## src/rtl/display_scan_driver_if.sv

```systemverilog
// rtl/display_scan_driver_if.sv - display bus, control inputs and scan outputs of display_scan_driver
interface display_scan_driver_if #(
  parameter int DATAWIDTH_BUS = 32
);
  logic [DATAWIDTH_BUS-1:0]   DISPLAY_SCAN_DataBUS_In;
  logic                       DISPLAY_SCAN_Freeze_In;
  logic                       DISPLAY_SCAN_Blank_In;
  logic [6:0]                 DISPLAY_SCAN_Seg_Out;
  logic [DATAWIDTH_BUS/4-1:0] DISPLAY_SCAN_Dig_Out;
  logic                       DISPLAY_SCAN_FrameTick_Out;

  modport master (
    output DISPLAY_SCAN_DataBUS_In,
    output DISPLAY_SCAN_Freeze_In,
    output DISPLAY_SCAN_Blank_In,
    input  DISPLAY_SCAN_Seg_Out,
    input  DISPLAY_SCAN_Dig_Out,
    input  DISPLAY_SCAN_FrameTick_Out
  );

  modport slave (
    input  DISPLAY_SCAN_DataBUS_In,
    input  DISPLAY_SCAN_Freeze_In,
    input  DISPLAY_SCAN_Blank_In,
    output DISPLAY_SCAN_Seg_Out,
    output DISPLAY_SCAN_Dig_Out,
    output DISPLAY_SCAN_FrameTick_Out
  );
endinterface

```

## src/rtl/display_scan_driver.sv

```systemverilog
// rtl/display_scan_driver.sv - frame-snapshot hex seven-segment scan driver
module display_scan_driver #(
  parameter int DATAWIDTH_BUS       = 32,
  parameter int DATAWIDTH_PRESCALER = 16,
  parameter int PRESCALER_MAX       = 49999
) (
  input  logic                  DISPLAY_SCAN_CLOCK_50,
  input  logic                  DISPLAY_SCAN_Reset_InLow,
  display_scan_driver_if.slave  scan_if
);

  localparam int NUM_DIGITS = DATAWIDTH_BUS / 4;
  localparam int IDX_W      = $clog2(NUM_DIGITS);

  typedef logic [DATAWIDTH_PRESCALER-1:0] presc_t;
  typedef logic [IDX_W-1:0]               idx_t;

  localparam presc_t                PRESC_TERM = presc_t'(PRESCALER_MAX);
  localparam presc_t                PRESC_ONE  = presc_t'(1);
  localparam idx_t                  IDX_LAST   = idx_t'(NUM_DIGITS - 1);
  localparam idx_t                  IDX_ONE    = idx_t'(1);
  localparam logic [NUM_DIGITS-1:0] DIG_ONE    = {{(NUM_DIGITS-1){1'b0}}, 1'b1};

  presc_t                     presc_q, presc_d;
  idx_t                       idx_q, idx_d;
  logic [DATAWIDTH_BUS-1:0]   snap_q, snap_d;
  logic [6:0]                 seg_q, seg_d;
  logic [NUM_DIGITS-1:0]      dig_q, dig_d;
  logic                       tick_q, tick_d;

  logic                       slot_end;
  logic                       frame_end;
  logic [3:0]                 cur_nib;
  logic                       upper_zero;

  function automatic logic [6:0] hex_to_seg(input logic [3:0] nib);
    logic [6:0] code;
    case (nib)
      4'h0:    code = 7'h40;
      4'h1:    code = 7'h79;
      4'h2:    code = 7'h24;
      4'h3:    code = 7'h30;
      4'h4:    code = 7'h19;
      4'h5:    code = 7'h12;
      4'h6:    code = 7'h02;
      4'h7:    code = 7'h78;
      4'h8:    code = 7'h00;
      4'h9:    code = 7'h10;
      4'hA:    code = 7'h08;
      4'hB:    code = 7'h03;
      4'hC:    code = 7'h46;
      4'hD:    code = 7'h21;
      4'hE:    code = 7'h06;
      default: code = 7'h0E;
    endcase
    return code;
  endfunction

  always_comb begin
    slot_end  = (presc_q == PRESC_TERM);
    frame_end = slot_end && (idx_q == IDX_LAST);

    presc_d = slot_end ? '0 : presc_q + PRESC_ONE;
    idx_d   = idx_q;
    if (slot_end) begin
      idx_d = (idx_q == IDX_LAST) ? '0 : idx_q + IDX_ONE;
    end

    // The snapshot only moves on the frame boundary so a frame never mixes two words.
    snap_d = snap_q;
    if (frame_end && !scan_if.DISPLAY_SCAN_Freeze_In) begin
      snap_d = scan_if.DISPLAY_SCAN_DataBUS_In;
    end
    tick_d = frame_end;

    dig_d      = ~(DIG_ONE << idx_q);
    cur_nib    = snap_q[{idx_q, 2'b00} +: 4];
    // Digit i is a leading zero when it and every more significant nibble are zero.
    upper_zero = ((snap_q >> {idx_q, 2'b00}) == '0);
    if (scan_if.DISPLAY_SCAN_Blank_In && (idx_q != '0) && upper_zero) begin
      seg_d = 7'h7F;
    end else begin
      seg_d = hex_to_seg(cur_nib);
    end
  end

  always_ff @(posedge DISPLAY_SCAN_CLOCK_50) begin
    if (!DISPLAY_SCAN_Reset_InLow) begin
      presc_q <= '0;
      idx_q   <= '0;
      snap_q  <= '0;
      seg_q   <= 7'h7F;
      dig_q   <= '1;
      tick_q  <= 1'b0;
    end else begin
      presc_q <= presc_d;
      idx_q   <= idx_d;
      snap_q  <= snap_d;
      seg_q   <= seg_d;
      dig_q   <= dig_d;
      tick_q  <= tick_d;
    end
  end

  assign scan_if.DISPLAY_SCAN_Seg_Out       = seg_q;
  assign scan_if.DISPLAY_SCAN_Dig_Out       = dig_q;
  assign scan_if.DISPLAY_SCAN_FrameTick_Out = tick_q;

endmodule

```

## src/flat_wrapper.sv

```systemverilog
// flat-port wrapper written by rule: the top's interface ports become plain ports
module display_scan_driver_flat 
#(
  parameter int DATAWIDTH_BUS       = 32,
  parameter int DATAWIDTH_PRESCALER = 16,
  parameter int PRESCALER_MAX       = 49999
)
  (DISPLAY_SCAN_CLOCK_50, DISPLAY_SCAN_Reset_InLow, scan_if_DISPLAY_SCAN_DataBUS_In, scan_if_DISPLAY_SCAN_Freeze_In, scan_if_DISPLAY_SCAN_Blank_In, scan_if_DISPLAY_SCAN_Seg_Out, scan_if_DISPLAY_SCAN_Dig_Out, scan_if_DISPLAY_SCAN_FrameTick_Out);
  display_scan_driver_if #(.DATAWIDTH_BUS(DATAWIDTH_BUS)) scan_if_i ();
  input  logic DISPLAY_SCAN_CLOCK_50;
  input  logic DISPLAY_SCAN_Reset_InLow;
  input wire logic [$bits(scan_if_i.DISPLAY_SCAN_DataBUS_In)-1:0] scan_if_DISPLAY_SCAN_DataBUS_In;
  input wire logic [$bits(scan_if_i.DISPLAY_SCAN_Freeze_In)-1:0] scan_if_DISPLAY_SCAN_Freeze_In;
  input wire logic [$bits(scan_if_i.DISPLAY_SCAN_Blank_In)-1:0] scan_if_DISPLAY_SCAN_Blank_In;
  output wire logic [$bits(scan_if_i.DISPLAY_SCAN_Seg_Out)-1:0] scan_if_DISPLAY_SCAN_Seg_Out;
  output wire logic [$bits(scan_if_i.DISPLAY_SCAN_Dig_Out)-1:0] scan_if_DISPLAY_SCAN_Dig_Out;
  output wire logic [$bits(scan_if_i.DISPLAY_SCAN_FrameTick_Out)-1:0] scan_if_DISPLAY_SCAN_FrameTick_Out;
  assign scan_if_i.DISPLAY_SCAN_DataBUS_In = scan_if_DISPLAY_SCAN_DataBUS_In;
  assign scan_if_i.DISPLAY_SCAN_Freeze_In = scan_if_DISPLAY_SCAN_Freeze_In;
  assign scan_if_i.DISPLAY_SCAN_Blank_In = scan_if_DISPLAY_SCAN_Blank_In;
  assign scan_if_DISPLAY_SCAN_Seg_Out = scan_if_i.DISPLAY_SCAN_Seg_Out;
  assign scan_if_DISPLAY_SCAN_Dig_Out = scan_if_i.DISPLAY_SCAN_Dig_Out;
  assign scan_if_DISPLAY_SCAN_FrameTick_Out = scan_if_i.DISPLAY_SCAN_FrameTick_Out;
  display_scan_driver #(.DATAWIDTH_BUS(DATAWIDTH_BUS), .DATAWIDTH_PRESCALER(DATAWIDTH_PRESCALER), .PRESCALER_MAX(PRESCALER_MAX)) u_core (.DISPLAY_SCAN_CLOCK_50(DISPLAY_SCAN_CLOCK_50), .DISPLAY_SCAN_Reset_InLow(DISPLAY_SCAN_Reset_InLow), .scan_if(scan_if_i));
endmodule
```

## config.mk

```make
export PLATFORM = sky130hd
export DESIGN_NAME = display_scan_driver_flat
export DESIGN_NICKNAME = d
export VERILOG_FILES = /design/src/rtl/display_scan_driver_if.sv /design/src/rtl/display_scan_driver.sv /design/src/flat_wrapper.sv
export SDC_FILE = /design/constraint.sdc
export NUM_CORES = 1
export LEC_CHECK = 0
export BUFFER_PORTS_ARGS = -buffer_cell sky130_fd_sc_hd__buf_2
export CAP_MARGIN = 20
export CORE_AREA = 2 2 85 87
export CTS_CLUSTER_SIZE = 28
export DETAILED_ROUTE_END_ITERATION = 10
export DIE_AREA = 0 0 87 89
export PLACE_DENSITY = 0.79
export SYNTH_ARGS = -nofsm -noshare
export SYNTH_HDL_FRONTEND = slang
export SYNTH_SLANG_ARGS = --single-unit
```

## constraint.sdc

```tcl
create_clock -name DISPLAY_SCAN_CLOCK_50 -period 2.5 [get_ports DISPLAY_SCAN_CLOCK_50]
set_clock_uncertainty 0.2 [all_clocks]
set_input_delay 0.125 -clock DISPLAY_SCAN_CLOCK_50 [delete_from_list [all_inputs] [get_ports DISPLAY_SCAN_CLOCK_50]]
set_output_delay 0.125 -clock DISPLAY_SCAN_CLOCK_50 [all_outputs]
set_load 0.05 [all_outputs]
```

* Word-level counts from Yosys, hierarchy flattened
Memory sizes are Yosys's and may differ from the RTL's. A register that Yosys moved wholly into a read port is not among the register bits.
Cells that the tools add are included.
** Cells by class
- $add $sub $neg :: 2
- Reductions and logical operators :: 9
- Bitwise gates (word level) :: 2
- Shift operators :: 3
- Equality and inequality tests :: 2
- Mux-type cells :: 1
** Operators with widths (number)
- $logic_not 32->1 :: 1
- $shiftx 32x6->4 :: 1
- $shr 32x5->32 :: 1
- $add 16x1->16 const B :: 1
- $eq 16x16->1 const B :: 1
- $not 8->8 :: 1
- $shl 1x3->8 const A :: 1
- $logic_and 1x1->1 :: 4
- $reduce_or 2->1 :: 2
- $add 3x1->3 const B :: 1
- $eq 3x3->1 const B :: 1
- $mux 3 :: 1
- $reduce_bool 3->1 :: 1
- $logic_not 1->1 :: 1
- $not 1->1 :: 1
** Word-level totals
- Logic and storage cells :: 25
- Bits in read-only memories :: 112
- Memories kept :: 1
- Register bits after elaboration :: 60
- Input bits :: 36
** Memory list
- (name not given) :: words 16, bits a word 7, rd ports 1, clocked after memory_dff 1, wr ports 0, RTL line display_scan_driver.sv:38 : case (nib)

* Longest topological paths before layout
Gate-level depths: netlist of the first run.
- Word-level depth :: 4
- Gate-level depth with buffers :: 10
- Mapped depth without buffers :: 8

* Worst setup path after synthesis of the first run
Ideal clock, no wire load.
- Kind :: register to register
- Start :: register u_core.idx_q[1]
- End :: register u_core.seg_q[3] (netlist: u_core.scan_if.DISPLAY_SCAN_Seg_Out[3])
- Slack :: 154 ps
- Cell stages (with the launch flop) :: 9
- Arrival time :: 2005 ps
- Required time :: 2159 ps
- Path buffers :: 2
- Path through :: dfxtp_1 buf_6 buf_2 mux2i_1 mux4_2 ha_1 mux2_2 nand2_1 nand4_1
** Between the ends
- Longest elaborated chain between the ends :: 4
- Elaborated cells on any way between the ends :: 7
- Those cells by class :: shift (2); reduce/logical (5)
** RTL lines
- start: declaration :: RTL line display_scan_driver.sv:25 : idx_t idx_q, idx_d;
- start signal: assignment :: RTL line display_scan_driver.sv:97 : idx_q <= idx_d;
- $shr 32x5->32 / $reduce_bool 3->1 (equally long branches) :: RTL line display_scan_driver.sv:79, display_scan_driver.sv:80
- $logic_not 32->1 / $logic_and 1x1->1 (equally long branches) :: RTL line display_scan_driver.sv:79, display_scan_driver.sv:80
- $logic_and 1x1->1 :: RTL line display_scan_driver.sv:80 : if (scan_if.DISPLAY_SCAN_Blank_In && (idx_q != '0) && upper_zero) begin
- $reduce_or 2->1 (no line)
- end: declaration :: RTL line display_scan_driver.sv:27 : logic [6:0] seg_q, seg_d;
Several ways; a longest one is shown, not always the timed one.
A chain may end at the register's enable or synchronous reset.

* Final worst setup path of the first run
- Start :: register u_core.idx_q[0]
- End :: register u_core.seg_q[3] (netlist: u_core.scan_if.DISPLAY_SCAN_Seg_Out[3])
Same word-level chain as after synthesis.

==> impl_metrics.env, run 1 <==
export IMPL_final_setup_tns_ns=0
export IMPL_vias_per_cell=5.32
export IMPL_finalHoldViolations=0
export IMPL_synthTopCellsByArea="dfxtp_1 41%, nand2_1 9.1%, a21boi_1 7.6%"
export IMPL_finalMaxSlewViolations=0
export IMPL_layout_commonest_cell="nand2_1"
export IMPL_die_h_um=89
export IMPL_final_area_um2=4170
export IMPL_grt_pass1_vias=2701
export IMPL_cts_buffer_depth=2
export IMPL_rsz0062_at_grt="no"
export IMPL_grt_pass1_wl_mm=12.8
export IMPL_n_fill_cell=543
export IMPL_netlist_instances=371
export IMPL_cp_required_ns=2.58
export IMPL_crit_fanout=13
export IMPL_worstMarginPinSlew_ns=0.463
export IMPL_grt_overflow=0
export IMPL_slew_headroom=0.691
export IMPL_p_sw_frac=0.232
export IMPL_ys_warn_count=0
export IMPL_hold_path_class="input pin to flop"
export IMPL_setup_viol=0
export IMPL_whs_ns=0.0637
export IMPL_avgSynthCellArea_um2=8.78
export IMPL_drtIter0Drc=136
export IMPL_cts_tree="yes"
export IMPL_floorplan_initialDensity=0.485
export IMPL_numCtsBuffers=9
export IMPL_fmax_ghz=0.417
export IMPL_cts_sinks=67
export IMPL_path_common_cell="nand4_1"
export IMPL_crit_family="multiplexers"
export IMPL_internal_power_mw=1.61
export IMPL_ios=52
export IMPL_start_kind="flop"
export IMPL_wire_per_inst_um=13.8
export IMPL_finalCoreUtilization=0.620
export IMPL_drv_cap=0
export IMPL_ys_ff_latch=67
export IMPL_combPwrFrac=0.060
export IMPL_pwr_share_clk=0.425
export IMPL_fin_crit_sh=0.959
export IMPL_clock_root_buffer="clkbuf_8"
export IMPL_dpl_hpwl_mm=5.34
export IMPL_core_area_um2=6720
export IMPL_path_class="flop to flop"
export IMPL_htree_levels=3
export IMPL_synth_area_leader_cell="dfxtp_1"
export IMPL_yosysTopAreaCellShare=0.412
export IMPL_vias=2890
export IMPL_powerDensity_nw_per_um2=504
export IMPL_die_area_um2=7740
export IMPL_antenna_cells=0
export IMPL_irDropWorstVdd_uv=388
export IMPL_track_usage=0.211
export IMPL_critPathBufInv=1
export IMPL_cts_clk_slew_worst_paths_ns=0.07
export IMPL_antenna_found_initial=0
export IMPL_ant_nets=0
export IMPL_p_switching_uw=487
export IMPL_ff_latch_area_um2=1340
export IMPL_multi_input_area_um2=1790
export IMPL_die_w_um=87
export IMPL_cp_arrival_ns=2.48
export IMPL_syn_to_final_growth_pct=28.0
export IMPL_num_rows=30
export IMPL_dr_pass1_iters=5
export IMPL_drive_gt1_frac=0.203
export IMPL_ys_flop_type="dfxtp_1"
export IMPL_nets=506
export IMPL_ys_async_sr_fraction=0
export IMPL_routed_wl_mm=7.50
export IMPL_yosys_cell_types_count=49
export IMPL_fin_crit_ns=2.40
export IMPL_layout_common_cells="79 x nand2_1, 66 x dfxtp_1, 51 x buf_2"
export IMPL_ys_seq_area_frac=0.412
export IMPL_netlist_area_um2=3260
export IMPL_p_seq_frac=0.515
export IMPL_slowest_delay_ns=0.50
export IMPL_drc_errors=0
export IMPL_p_leak_nw=1.64
export IMPL_gp_congestion=0.951
export IMPL_grt_max_degree=33
export IMPL_clk_latency_ns=0.35
export IMPL_dpl_cell_area_um2=3620
export IMPL_power_mw=2.10
export IMPL_syn_num_nets=419
export IMPL_status="completed"
export IMPL_cp_slowest_cell="dfxtp_1"
export IMPL_io_buffer_count=51
export IMPL_synth_edf_count=0
export IMPL_path_cells="buf_4 > mux4_2 > mux2i_1 > and2_4 > nand4_1 > a221o_2 > nand4_1"
export IMPL_critical_path_endpoint_type="flop"
cells by family (layout without fill, tap and decap cells):
| family | count (synthesis) | count (layout) | share of synthesized area |
|---|---|---|---|
| flops | 67 | 67 | 0.412 |
| mux | 20 | 20 | 0.0887 |
| buf+inv | 29 | 121 | 0.0415 |
| compound gates | 61 | 61 | 0.140 |
| fa+ha+maj | 12 | 12 | 0.0461 |
| xor+xnor | 14 | 14 | 0.0376 |
| simple gates | 168 | 168 | 0.234 |
Yosys cell counts, types with 6 or more instances:
cell	instances
mux4_2	6
nand4_1	8
mux2i_1	12
inv_1	6
ha_1	12
a21boi_1	33
nand2_1	79
nor3_1	11
clkbuf_1	10
nor2_1	33
xor2_1	8
xnor2_1	6
nand3_1	13
dfxtp_1	67
buf_2	9
through the flow:
stage,std cells,setup slack (ns)
CTS,541,0.0866
global placement,492,0.181
global route,543,0.0150
finish,543,0.102
detailed placement,492,0.0998
floorplan,371,0.154
area by class of cell:
type                            count  area share
Inverter                            8     0.00721
Timing Repair Buffer               97       0.170
Multi-Input combinational cell    275       0.429
Clock inverter                      7      0.0180
Tap cell                           80      0.0240
Sequential cell                    67       0.322
Clock buffer                        9      0.0297
routing by layer:
| layer | wire length (um) | GRT usage |
|---|---|---|
| met4 | 192 | 0.101 |
| met2 | 3540 | 0.351 |
| met3 | 347 | 0.0323 |
| met1 | 3410 | 0.268 |
| met5 | 0 | 0 |
state kept, by name, indices dropped and copies added (netlist names):
name                                       flops
u_core.snap_q                                 32
u_core.presc_q                                16
u_core.scan_if.DISPLAY_SCAN_Dig_Out            8
u_core.scan_if.DISPLAY_SCAN_Seg_Out            7
u_core.idx_q                                   3
u_core.scan_if.DISPLAY_SCAN_FrameTick_Out      1
path summary, 6_finish.rpt:
path                                  startpoint                                      to  slack [ns]  depth (start not counted)
setup / recovery                 u_core.idx_q[0]  u_core.scan_if.DISPLAY_SCAN_Seg_Out[3]        0.10                          7
hold / removal    scan_if_DISPLAY_SCAN_Freeze_In                        u_core.snap_q[8]        0.06                          5
setup reg to reg                 u_core.idx_q[0]  u_core.scan_if.DISPLAY_SCAN_Seg_Out[3]        0.10                          7
hold reg to reg                u_core.presc_q[0]                       u_core.presc_q[0]        0.27                          1
worst register-to-register path: cells and delay by family (launching register included):
kind | cells | cell delay [ns]
buffers and inverters | 1 | 0.26
AND/OR/NAND/NOR | 3 | 0.42
AO/OA/AOI/OAI | 1 | 0.39
multiplexers | 2 | 0.56
flip-flops | 1 | 0.50
repair_timing:
action | in CTS | in global routing
setup endpoints to repair | 0 | 7
hold endpoints to repair | 48 | 0
gates resized for setup | 0 | 2
hold buffers | 33 | 0
buffers inserted | 0 | 2
power by group through the flow:
stage | Clock (mW) | Sequential, mW | Combinational (mW)
global placement | 0 | 1.11 | 0.0853
finish | 0.892 | 1.08 | 0.127
floorplan | 0 | 1.13 | 0.0266
detailed placement | 0 | 1.11 | 0.0862
CTS | 0.909 | 1.08 | 0.125
global route | 0.941 | 1.08 | 0.138
Note: power is estimated with default switching activity, not from simulation.
==> run 2, diff against run 1 <==
==> constraint.sdc (replaced) <==
create_clock -name DISPLAY_SCAN_CLOCK_50 -period 2.5 [get_ports DISPLAY_SCAN_CLOCK_50]
set_clock_uncertainty 0.2 [all_clocks]
set_input_delay 0.5 -clock DISPLAY_SCAN_CLOCK_50 [delete_from_list [all_inputs] [get_ports DISPLAY_SCAN_CLOCK_50]]
set_output_delay 0.5 -clock DISPLAY_SCAN_CLOCK_50 [all_outputs]
set_load 0.05 [all_outputs]
==> impl_metrics.env, run 2 (synthesis results as in run 1) <==
export IMPL_slew_headroom=0.679
export IMPL_irDropWorstVdd_uv=312
export IMPL_layout_commonest_cell="nand2_1"
export IMPL_num_rows=30
export IMPL_fin_crit_sh=0.954
export IMPL_grt_overflow=0
export IMPL_clk_latency_ns=0.36
export IMPL_dr_pass1_iters=4
export IMPL_cts_hold_buf=0
export IMPL_vias_per_cell=5.35
export IMPL_holdCritStartpoint="scan_if_DISPLAY_SCAN_DataBUS_In[31]"
export IMPL_ant_nets=0
export IMPL_die_h_um=89
export IMPL_p_switching_uw=493
export IMPL_layout_common_cells="79 x nand2_1, 65 x dfxtp_1, 51 x buf_2"
export IMPL_p_leak_nw=1.50
export IMPL_start_kind="flop"
export IMPL_reg2reg_slack_ns=0.12
export IMPL_die_area_um2=7740
export IMPL_drtIter0Drc=92
export IMPL_use_met2=0.310
export IMPL_vias=2731
export IMPL_grt_max_degree=33
export IMPL_fmax_ghz=0.419
export IMPL_worstReg2RegStart="u_core.idx_q[1]"
export IMPL_hold_path_class="input pin to flop"
export IMPL_track_usage=0.199
export IMPL_routed_wl_mm=7.07
export IMPL_worstMarginPinSlew_ns=0.481
export IMPL_critical_path_endpoint_type="flop"
export IMPL_antenna_found_initial=0
export IMPL_cts_buffer_depth=2
export IMPL_largest_reg_flops=32
export IMPL_n_fill_cell=622
export IMPL_core_area_um2=6720
export IMPL_wire_per_inst_um=13.9
export IMPL_cts_clk_slew_worst_paths_ns=0.08
export IMPL_dpl_hpwl_mm=5.22
export IMPL_io_buffer_count=51
export IMPL_cp_required_ns=2.51
export IMPL_finalMaxSlewViolations=0
export IMPL_floorplan_initialDensity=0.485
export IMPL_finalHoldViolations=0
export IMPL_powerDensity_nw_per_um2=539
export IMPL_top_register="u_core.snap_q"
export IMPL_final_area_um2=3840
export IMPL_path_class="flop to flop"
export IMPL_nets=473
export IMPL_numCtsBuffers=9
export IMPL_ios=52
export IMPL_syn_to_final_growth_pct=18.0
export IMPL_htree_levels=3
export IMPL_cts_tree="yes"
export IMPL_min_to="u_core.snap_q[31]"
export IMPL_cp_arrival_ns=2.40
export IMPL_fin_crit_ns=2.38
export IMPL_cts_sinks=67
export IMPL_rr_worst_depth=7
export IMPL_setup_viol=0
export IMPL_drv_cap=0
export IMPL_p_seq_frac=0.522
export IMPL_drc_errors=0
export IMPL_rsz0062_at_grt="no"
export IMPL_crit_fanout=25
export IMPL_dpl_cell_area_um2=3620
export IMPL_use_met3=0.0406
export IMPL_clock_root_buffer="clkbuf_8"
export IMPL_gp_congestion=0.960
export IMPL_pwr_share_clk=0.436
export IMPL_holdPathStages=3
export IMPL_drive_gt1_frac=0.223
export IMPL_grt_busiest_layer="met2"
export IMPL_final_setup_tns_ns=0
export IMPL_internal_power_mw=1.58
export IMPL_combPwrFrac=0.041
export IMPL_finalCoreUtilization=0.572
export IMPL_grt_pass1_wl_mm=12.0
export IMPL_met1_usage=0.259
export IMPL_antenna_cells=0
export IMPL_grt_pass1_vias=2592
export IMPL_status="completed"
export IMPL_r2r_end="u_core.scan_if.DISPLAY_SCAN_Seg_Out[1]"
export IMPL_die_w_um=87
export IMPL_p_sw_frac=0.238
==> run 2: critical path: stages, from the launching register on <==
cell and delay, ns:
dfxtp_2 0.39, buf_12 0.19, mux2i_1 0.10, mux4_2 0.55, ha_1 0.35, mux2i_1 0.18, o32a_1 0.20, nand3_1 0.08
==> run 2: how the worst max path moves through the flow <==
stage | from | end | slack (ns)
global placement | u_core.idx_q[1] | u_core.scan_if.DISPLAY_SCAN_Seg_Out[4] | 0.18
detailed placement | u_core.idx_q[1] | u_core.scan_if.DISPLAY_SCAN_Seg_Out[1] | 0.02
global route | u_core.idx_q[1] | u_core.scan_if.DISPLAY_SCAN_Seg_Out[1] | 0.01
floorplan | u_core.idx_q[1] | u_core.scan_if.DISPLAY_SCAN_Seg_Out[3] | 0.15
CTS | u_core.idx_q[0] | u_core.scan_if.DISPLAY_SCAN_Seg_Out[1] | 0.02
finish | u_core.idx_q[1] | u_core.scan_if.DISPLAY_SCAN_Seg_Out[1] | 0.12
==> run 2: power groups by stage <==
stage	logic [mW]	clock network, mW	registers, mW
final	0.0858	0.904	1.08
after global routing	0.0947	0.968	1.08
after CTS	0.0867	0.926	1.08
after detailed placement	0.0864	0	1.11
after global placement	0.0859	0	1.11
after floorplan	0.0266	0	1.13
==> run 2: repair_timing <==
| item | 4_1_cts | 5_1_grt |
|---|---|---|
| buffers inserted | 0 | 2 |
| endpoints found under the setup margin | 1 | 7 |
| gates resized for setup | 1 | 3 |
==> run 2: metal layers <==
layer	vias up	share of wire
met5	-	0
met4	0	0.031
met3	18	0.051
met2	75	0.46
met1	1249	0.46
li1	1389	-
==> run 2: area by class of cell <==
class | count | area, um^2 | share of cell area
clock buffer | 9 | 124 | 0.0322
clock inverter | 7 | 76.3 | 0.0199
inverter | 8 | 30.0 | 0.00781
multi-input combinational | 275 | 1790 | 0.466
sequential | 67 | 1340 | 0.350
tap | 80 | 100 | 0.0260
timing repair buffer | 64 | 378 | 0.0983
==> run 2: per-stage QoR <==
| step | power [mW] | setup slack, ns | hold WS, ns | instances |
|---|---|---|---|---|
| after floorplan | 1.15 | 0.154 | 0.230 | 371 |
| after global placement | 1.19 | 0.181 | 0.250 | 492 |
| after detailed placement | 1.19 | 0.0165 | 0.259 | 492 |
| after CTS | 2.09 | 0.0216 | 0.169 | 508 |
| after global routing | 2.15 | 0.0117 | 0.188 | 510 |
| final | 2.07 | 0.116 | 0.179 | 510 |
==> run 3, diff against run 2 <==
Settings changed: CORE_AREA 2 2 85 87 to 4 4 87 89, DIE_AREA 0 0 87 89 to 0 0 91 93, MAX_ROUTING_LAYER set to met4, RECOVER_POWER set to 25.
==> impl_metrics.env, run 3 (synthesis results as in run 1) <==
export IMPL_largest_reg_flops=32
export IMPL_hold_path_class="input pin to flop"
export IMPL_antenna_cells=0
export IMPL_rr_worst_depth=6
export IMPL_drc_errors=0
export IMPL_critical_path_endpoint_type="flop"
export IMPL_wire_per_inst_um=14.3
export IMPL_grt_pass1_vias=2647
export IMPL_cts_buffer_depth=2
export IMPL_dp_slack_ns=0.0895
export IMPL_setup_viol=0
export IMPL_ant_nets=0
export IMPL_num_rows=30
export IMPL_powerDensity_nw_per_um2=538
export IMPL_met1_usage=0.220
export IMPL_holdCritStartpoint="scan_if_DISPLAY_SCAN_DataBUS_In[15]"
export IMPL_status="completed"
export IMPL_drive_gt1_frac=0.182
export IMPL_grt_overflow=0
export IMPL_ff_latch_area_um2=1340
export IMPL_die_h_um=93
export IMPL_top_register="u_core.snap_q"
export IMPL_worstMarginPinSlew_ns=0.608
export IMPL_vias_per_cell=5.46
export IMPL_track_usage=0.185
export IMPL_worstReg2RegStart="u_core.idx_q[0]"
export IMPL_final_setup_tns_ns=0
export IMPL_die_w_um=91
export IMPL_grt_pass1_wl_mm=12.2
export IMPL_clk_latency_ns=0.35
export IMPL_layout_common_cells="79 x nand2_1, 66 x dfxtp_1, 39 x buf_2"
export IMPL_drtIter0Drc=153
export IMPL_dr_pass1_iters=6
export IMPL_cts_tree="yes"
export IMPL_dpl_cell_area_um2=3630
export IMPL_n_fill_cell=617
export IMPL_cts_clk_slew_worst_paths_ns=0.07
export IMPL_fin_crit_ns=2.40
export IMPL_rsz0062_at_grt="no"
export IMPL_finalHoldViolations=0
export IMPL_floorplan_initialDensity=0.482
export IMPL_cts_sinks=67
export IMPL_cp_depth=6
export IMPL_path_class="flop to flop"
export IMPL_dpl_hpwl_mm=5.31
export IMPL_antenna_found_initial=0
export IMPL_irDropWorstVdd_uv=314
export IMPL_routed_wl_mm=7.27
export IMPL_gp_congestion=0.897
export IMPL_cp_required_ns=2.52
export IMPL_use_met2=0.278
export IMPL_critPathBufInv=1
export IMPL_p_leak_nw=1.47
export IMPL_cp_slowest_cell="mux4_2"
export IMPL_htree_levels=3
export IMPL_crit_fanout=22
export IMPL_use_met3=0.0499
export IMPL_drv_cap=0
export IMPL_die_area_um2=8460
export IMPL_core_area_um2=6760
export IMPL_grt_max_degree=33
export IMPL_multi_input_area_um2=1790
export IMPL_crit_start="u_core.idx_q[0]"
export IMPL_fmax_ghz=0.417
export IMPL_cp_arrival_ns=2.42
export IMPL_crit_family="multiplexers"
export IMPL_vias=2773
export IMPL_ios=52
export IMPL_layout_commonest_cell="nand2_1"
export IMPL_start_kind="flop"
export IMPL_fin_crit_sh=0.959
export IMPL_numCtsBuffers=9
export IMPL_path_cells="buf_12 > mux4_2 > ha_1 > mux2i_1 > o32a_1 > nand3_1"
export IMPL_io_buffer_count=51
export IMPL_grt_busiest_layer="met2"
export IMPL_final_area_um2=3810
export IMPL_fin_ws_ns=0.102
export IMPL_holdPathStages=3
export IMPL_clock_root_buffer="clkbuf_8"
export IMPL_finalMaxSlewViolations=0
export IMPL_nets=471
export IMPL_slew_headroom=0.596
export IMPL_slowest_delay_ns=0.59
export IMPL_syn_to_final_growth_pct=17.1
==> run 3: cell types whose count changed in the layout (fill, tap and decap cells not counted) <==
cell / before / now
clkbuf_1: 0 / 13
buf_2: 51 / 39
buf_4: 11 / 8
a221o_1: 0 / 1
a221o_2: 1 / 0
buf_12: 2 / 3
clkinv_2: 1 / 2
clkinv_4: 2 / 1
clkinvlp_4: 2 / 1
dfxtp_1: 65 / 66
dfxtp_2: 2 / 1
mux2i_1: 11 / 12
mux2i_2: 1 / 0
==> run 3: through the flow <==
step / utilization / hold WS (ns) / std cells / total power [mW]
CTS: 0.566 / 0.167 / 508 / 2.07
finish: 0.564 / 0.181 / 508 / 2.05
global route: 0.564 / 0.173 / 508 / 2.13
detailed placement: 0.538 / 0.251 / 492 / 1.19
floorplan: - / 0.230 / 371 / 1.15
global placement: 0.538 / 0.241 / 492 / 1.19
==> run 3: area by class of cell <==
type	instances	area share
Multi-Input combinational cell	275	0.469
Sequential cell	67	0.352
Timing Repair Buffer	62	0.0945
Clock buffer	10	0.0335
Tap cell	80	0.0263
Clock inverter	6	0.0171
Inverter	8	0.00788
==> run 3: per-layer routing <==
layer,vias to the layer above,share of wire
li1,1386,-
met1,1267,0.45
met2,97,0.45
met3,23,0.063
met4,0,0.033
met5,-,0
==> run 3: tightest hold or removal path: stages <==
cell and delay, ns:
buf_2 0.09, nand2_1 0.04, a21boi_1 0.05
==> run 3: path summary, 6_finish.rpt <==
kind	end	slack [ns]
worst max-delay path	u_core.scan_if.DISPLAY_SCAN_Seg_Out[1]	0.10
worst max register to register	u_core.scan_if.DISPLAY_SCAN_Seg_Out[1]	0.10
worst min-delay path	u_core.snap_q[15]	0.18
worst min register to register	u_core.snap_q[1]	0.26
==> run 3: timing repair <==
item                       4_1_cts  5_1_grt
hold buffers                     0        0
resized for setup                0        1
setup endpoints to repair        0        7
setup buffers                    0        0
==> run 3: where the power goes <==
part           leakage (nW)  internal [mW]  total [mW]  switching (mW)
Sequential            0.544           1.08        1.08         0.00518
Combinational         0.825         0.0357      0.0854          0.0498
Clock                0.0966          0.462       0.884           0.422
Total                  1.47           1.57        2.05           0.477
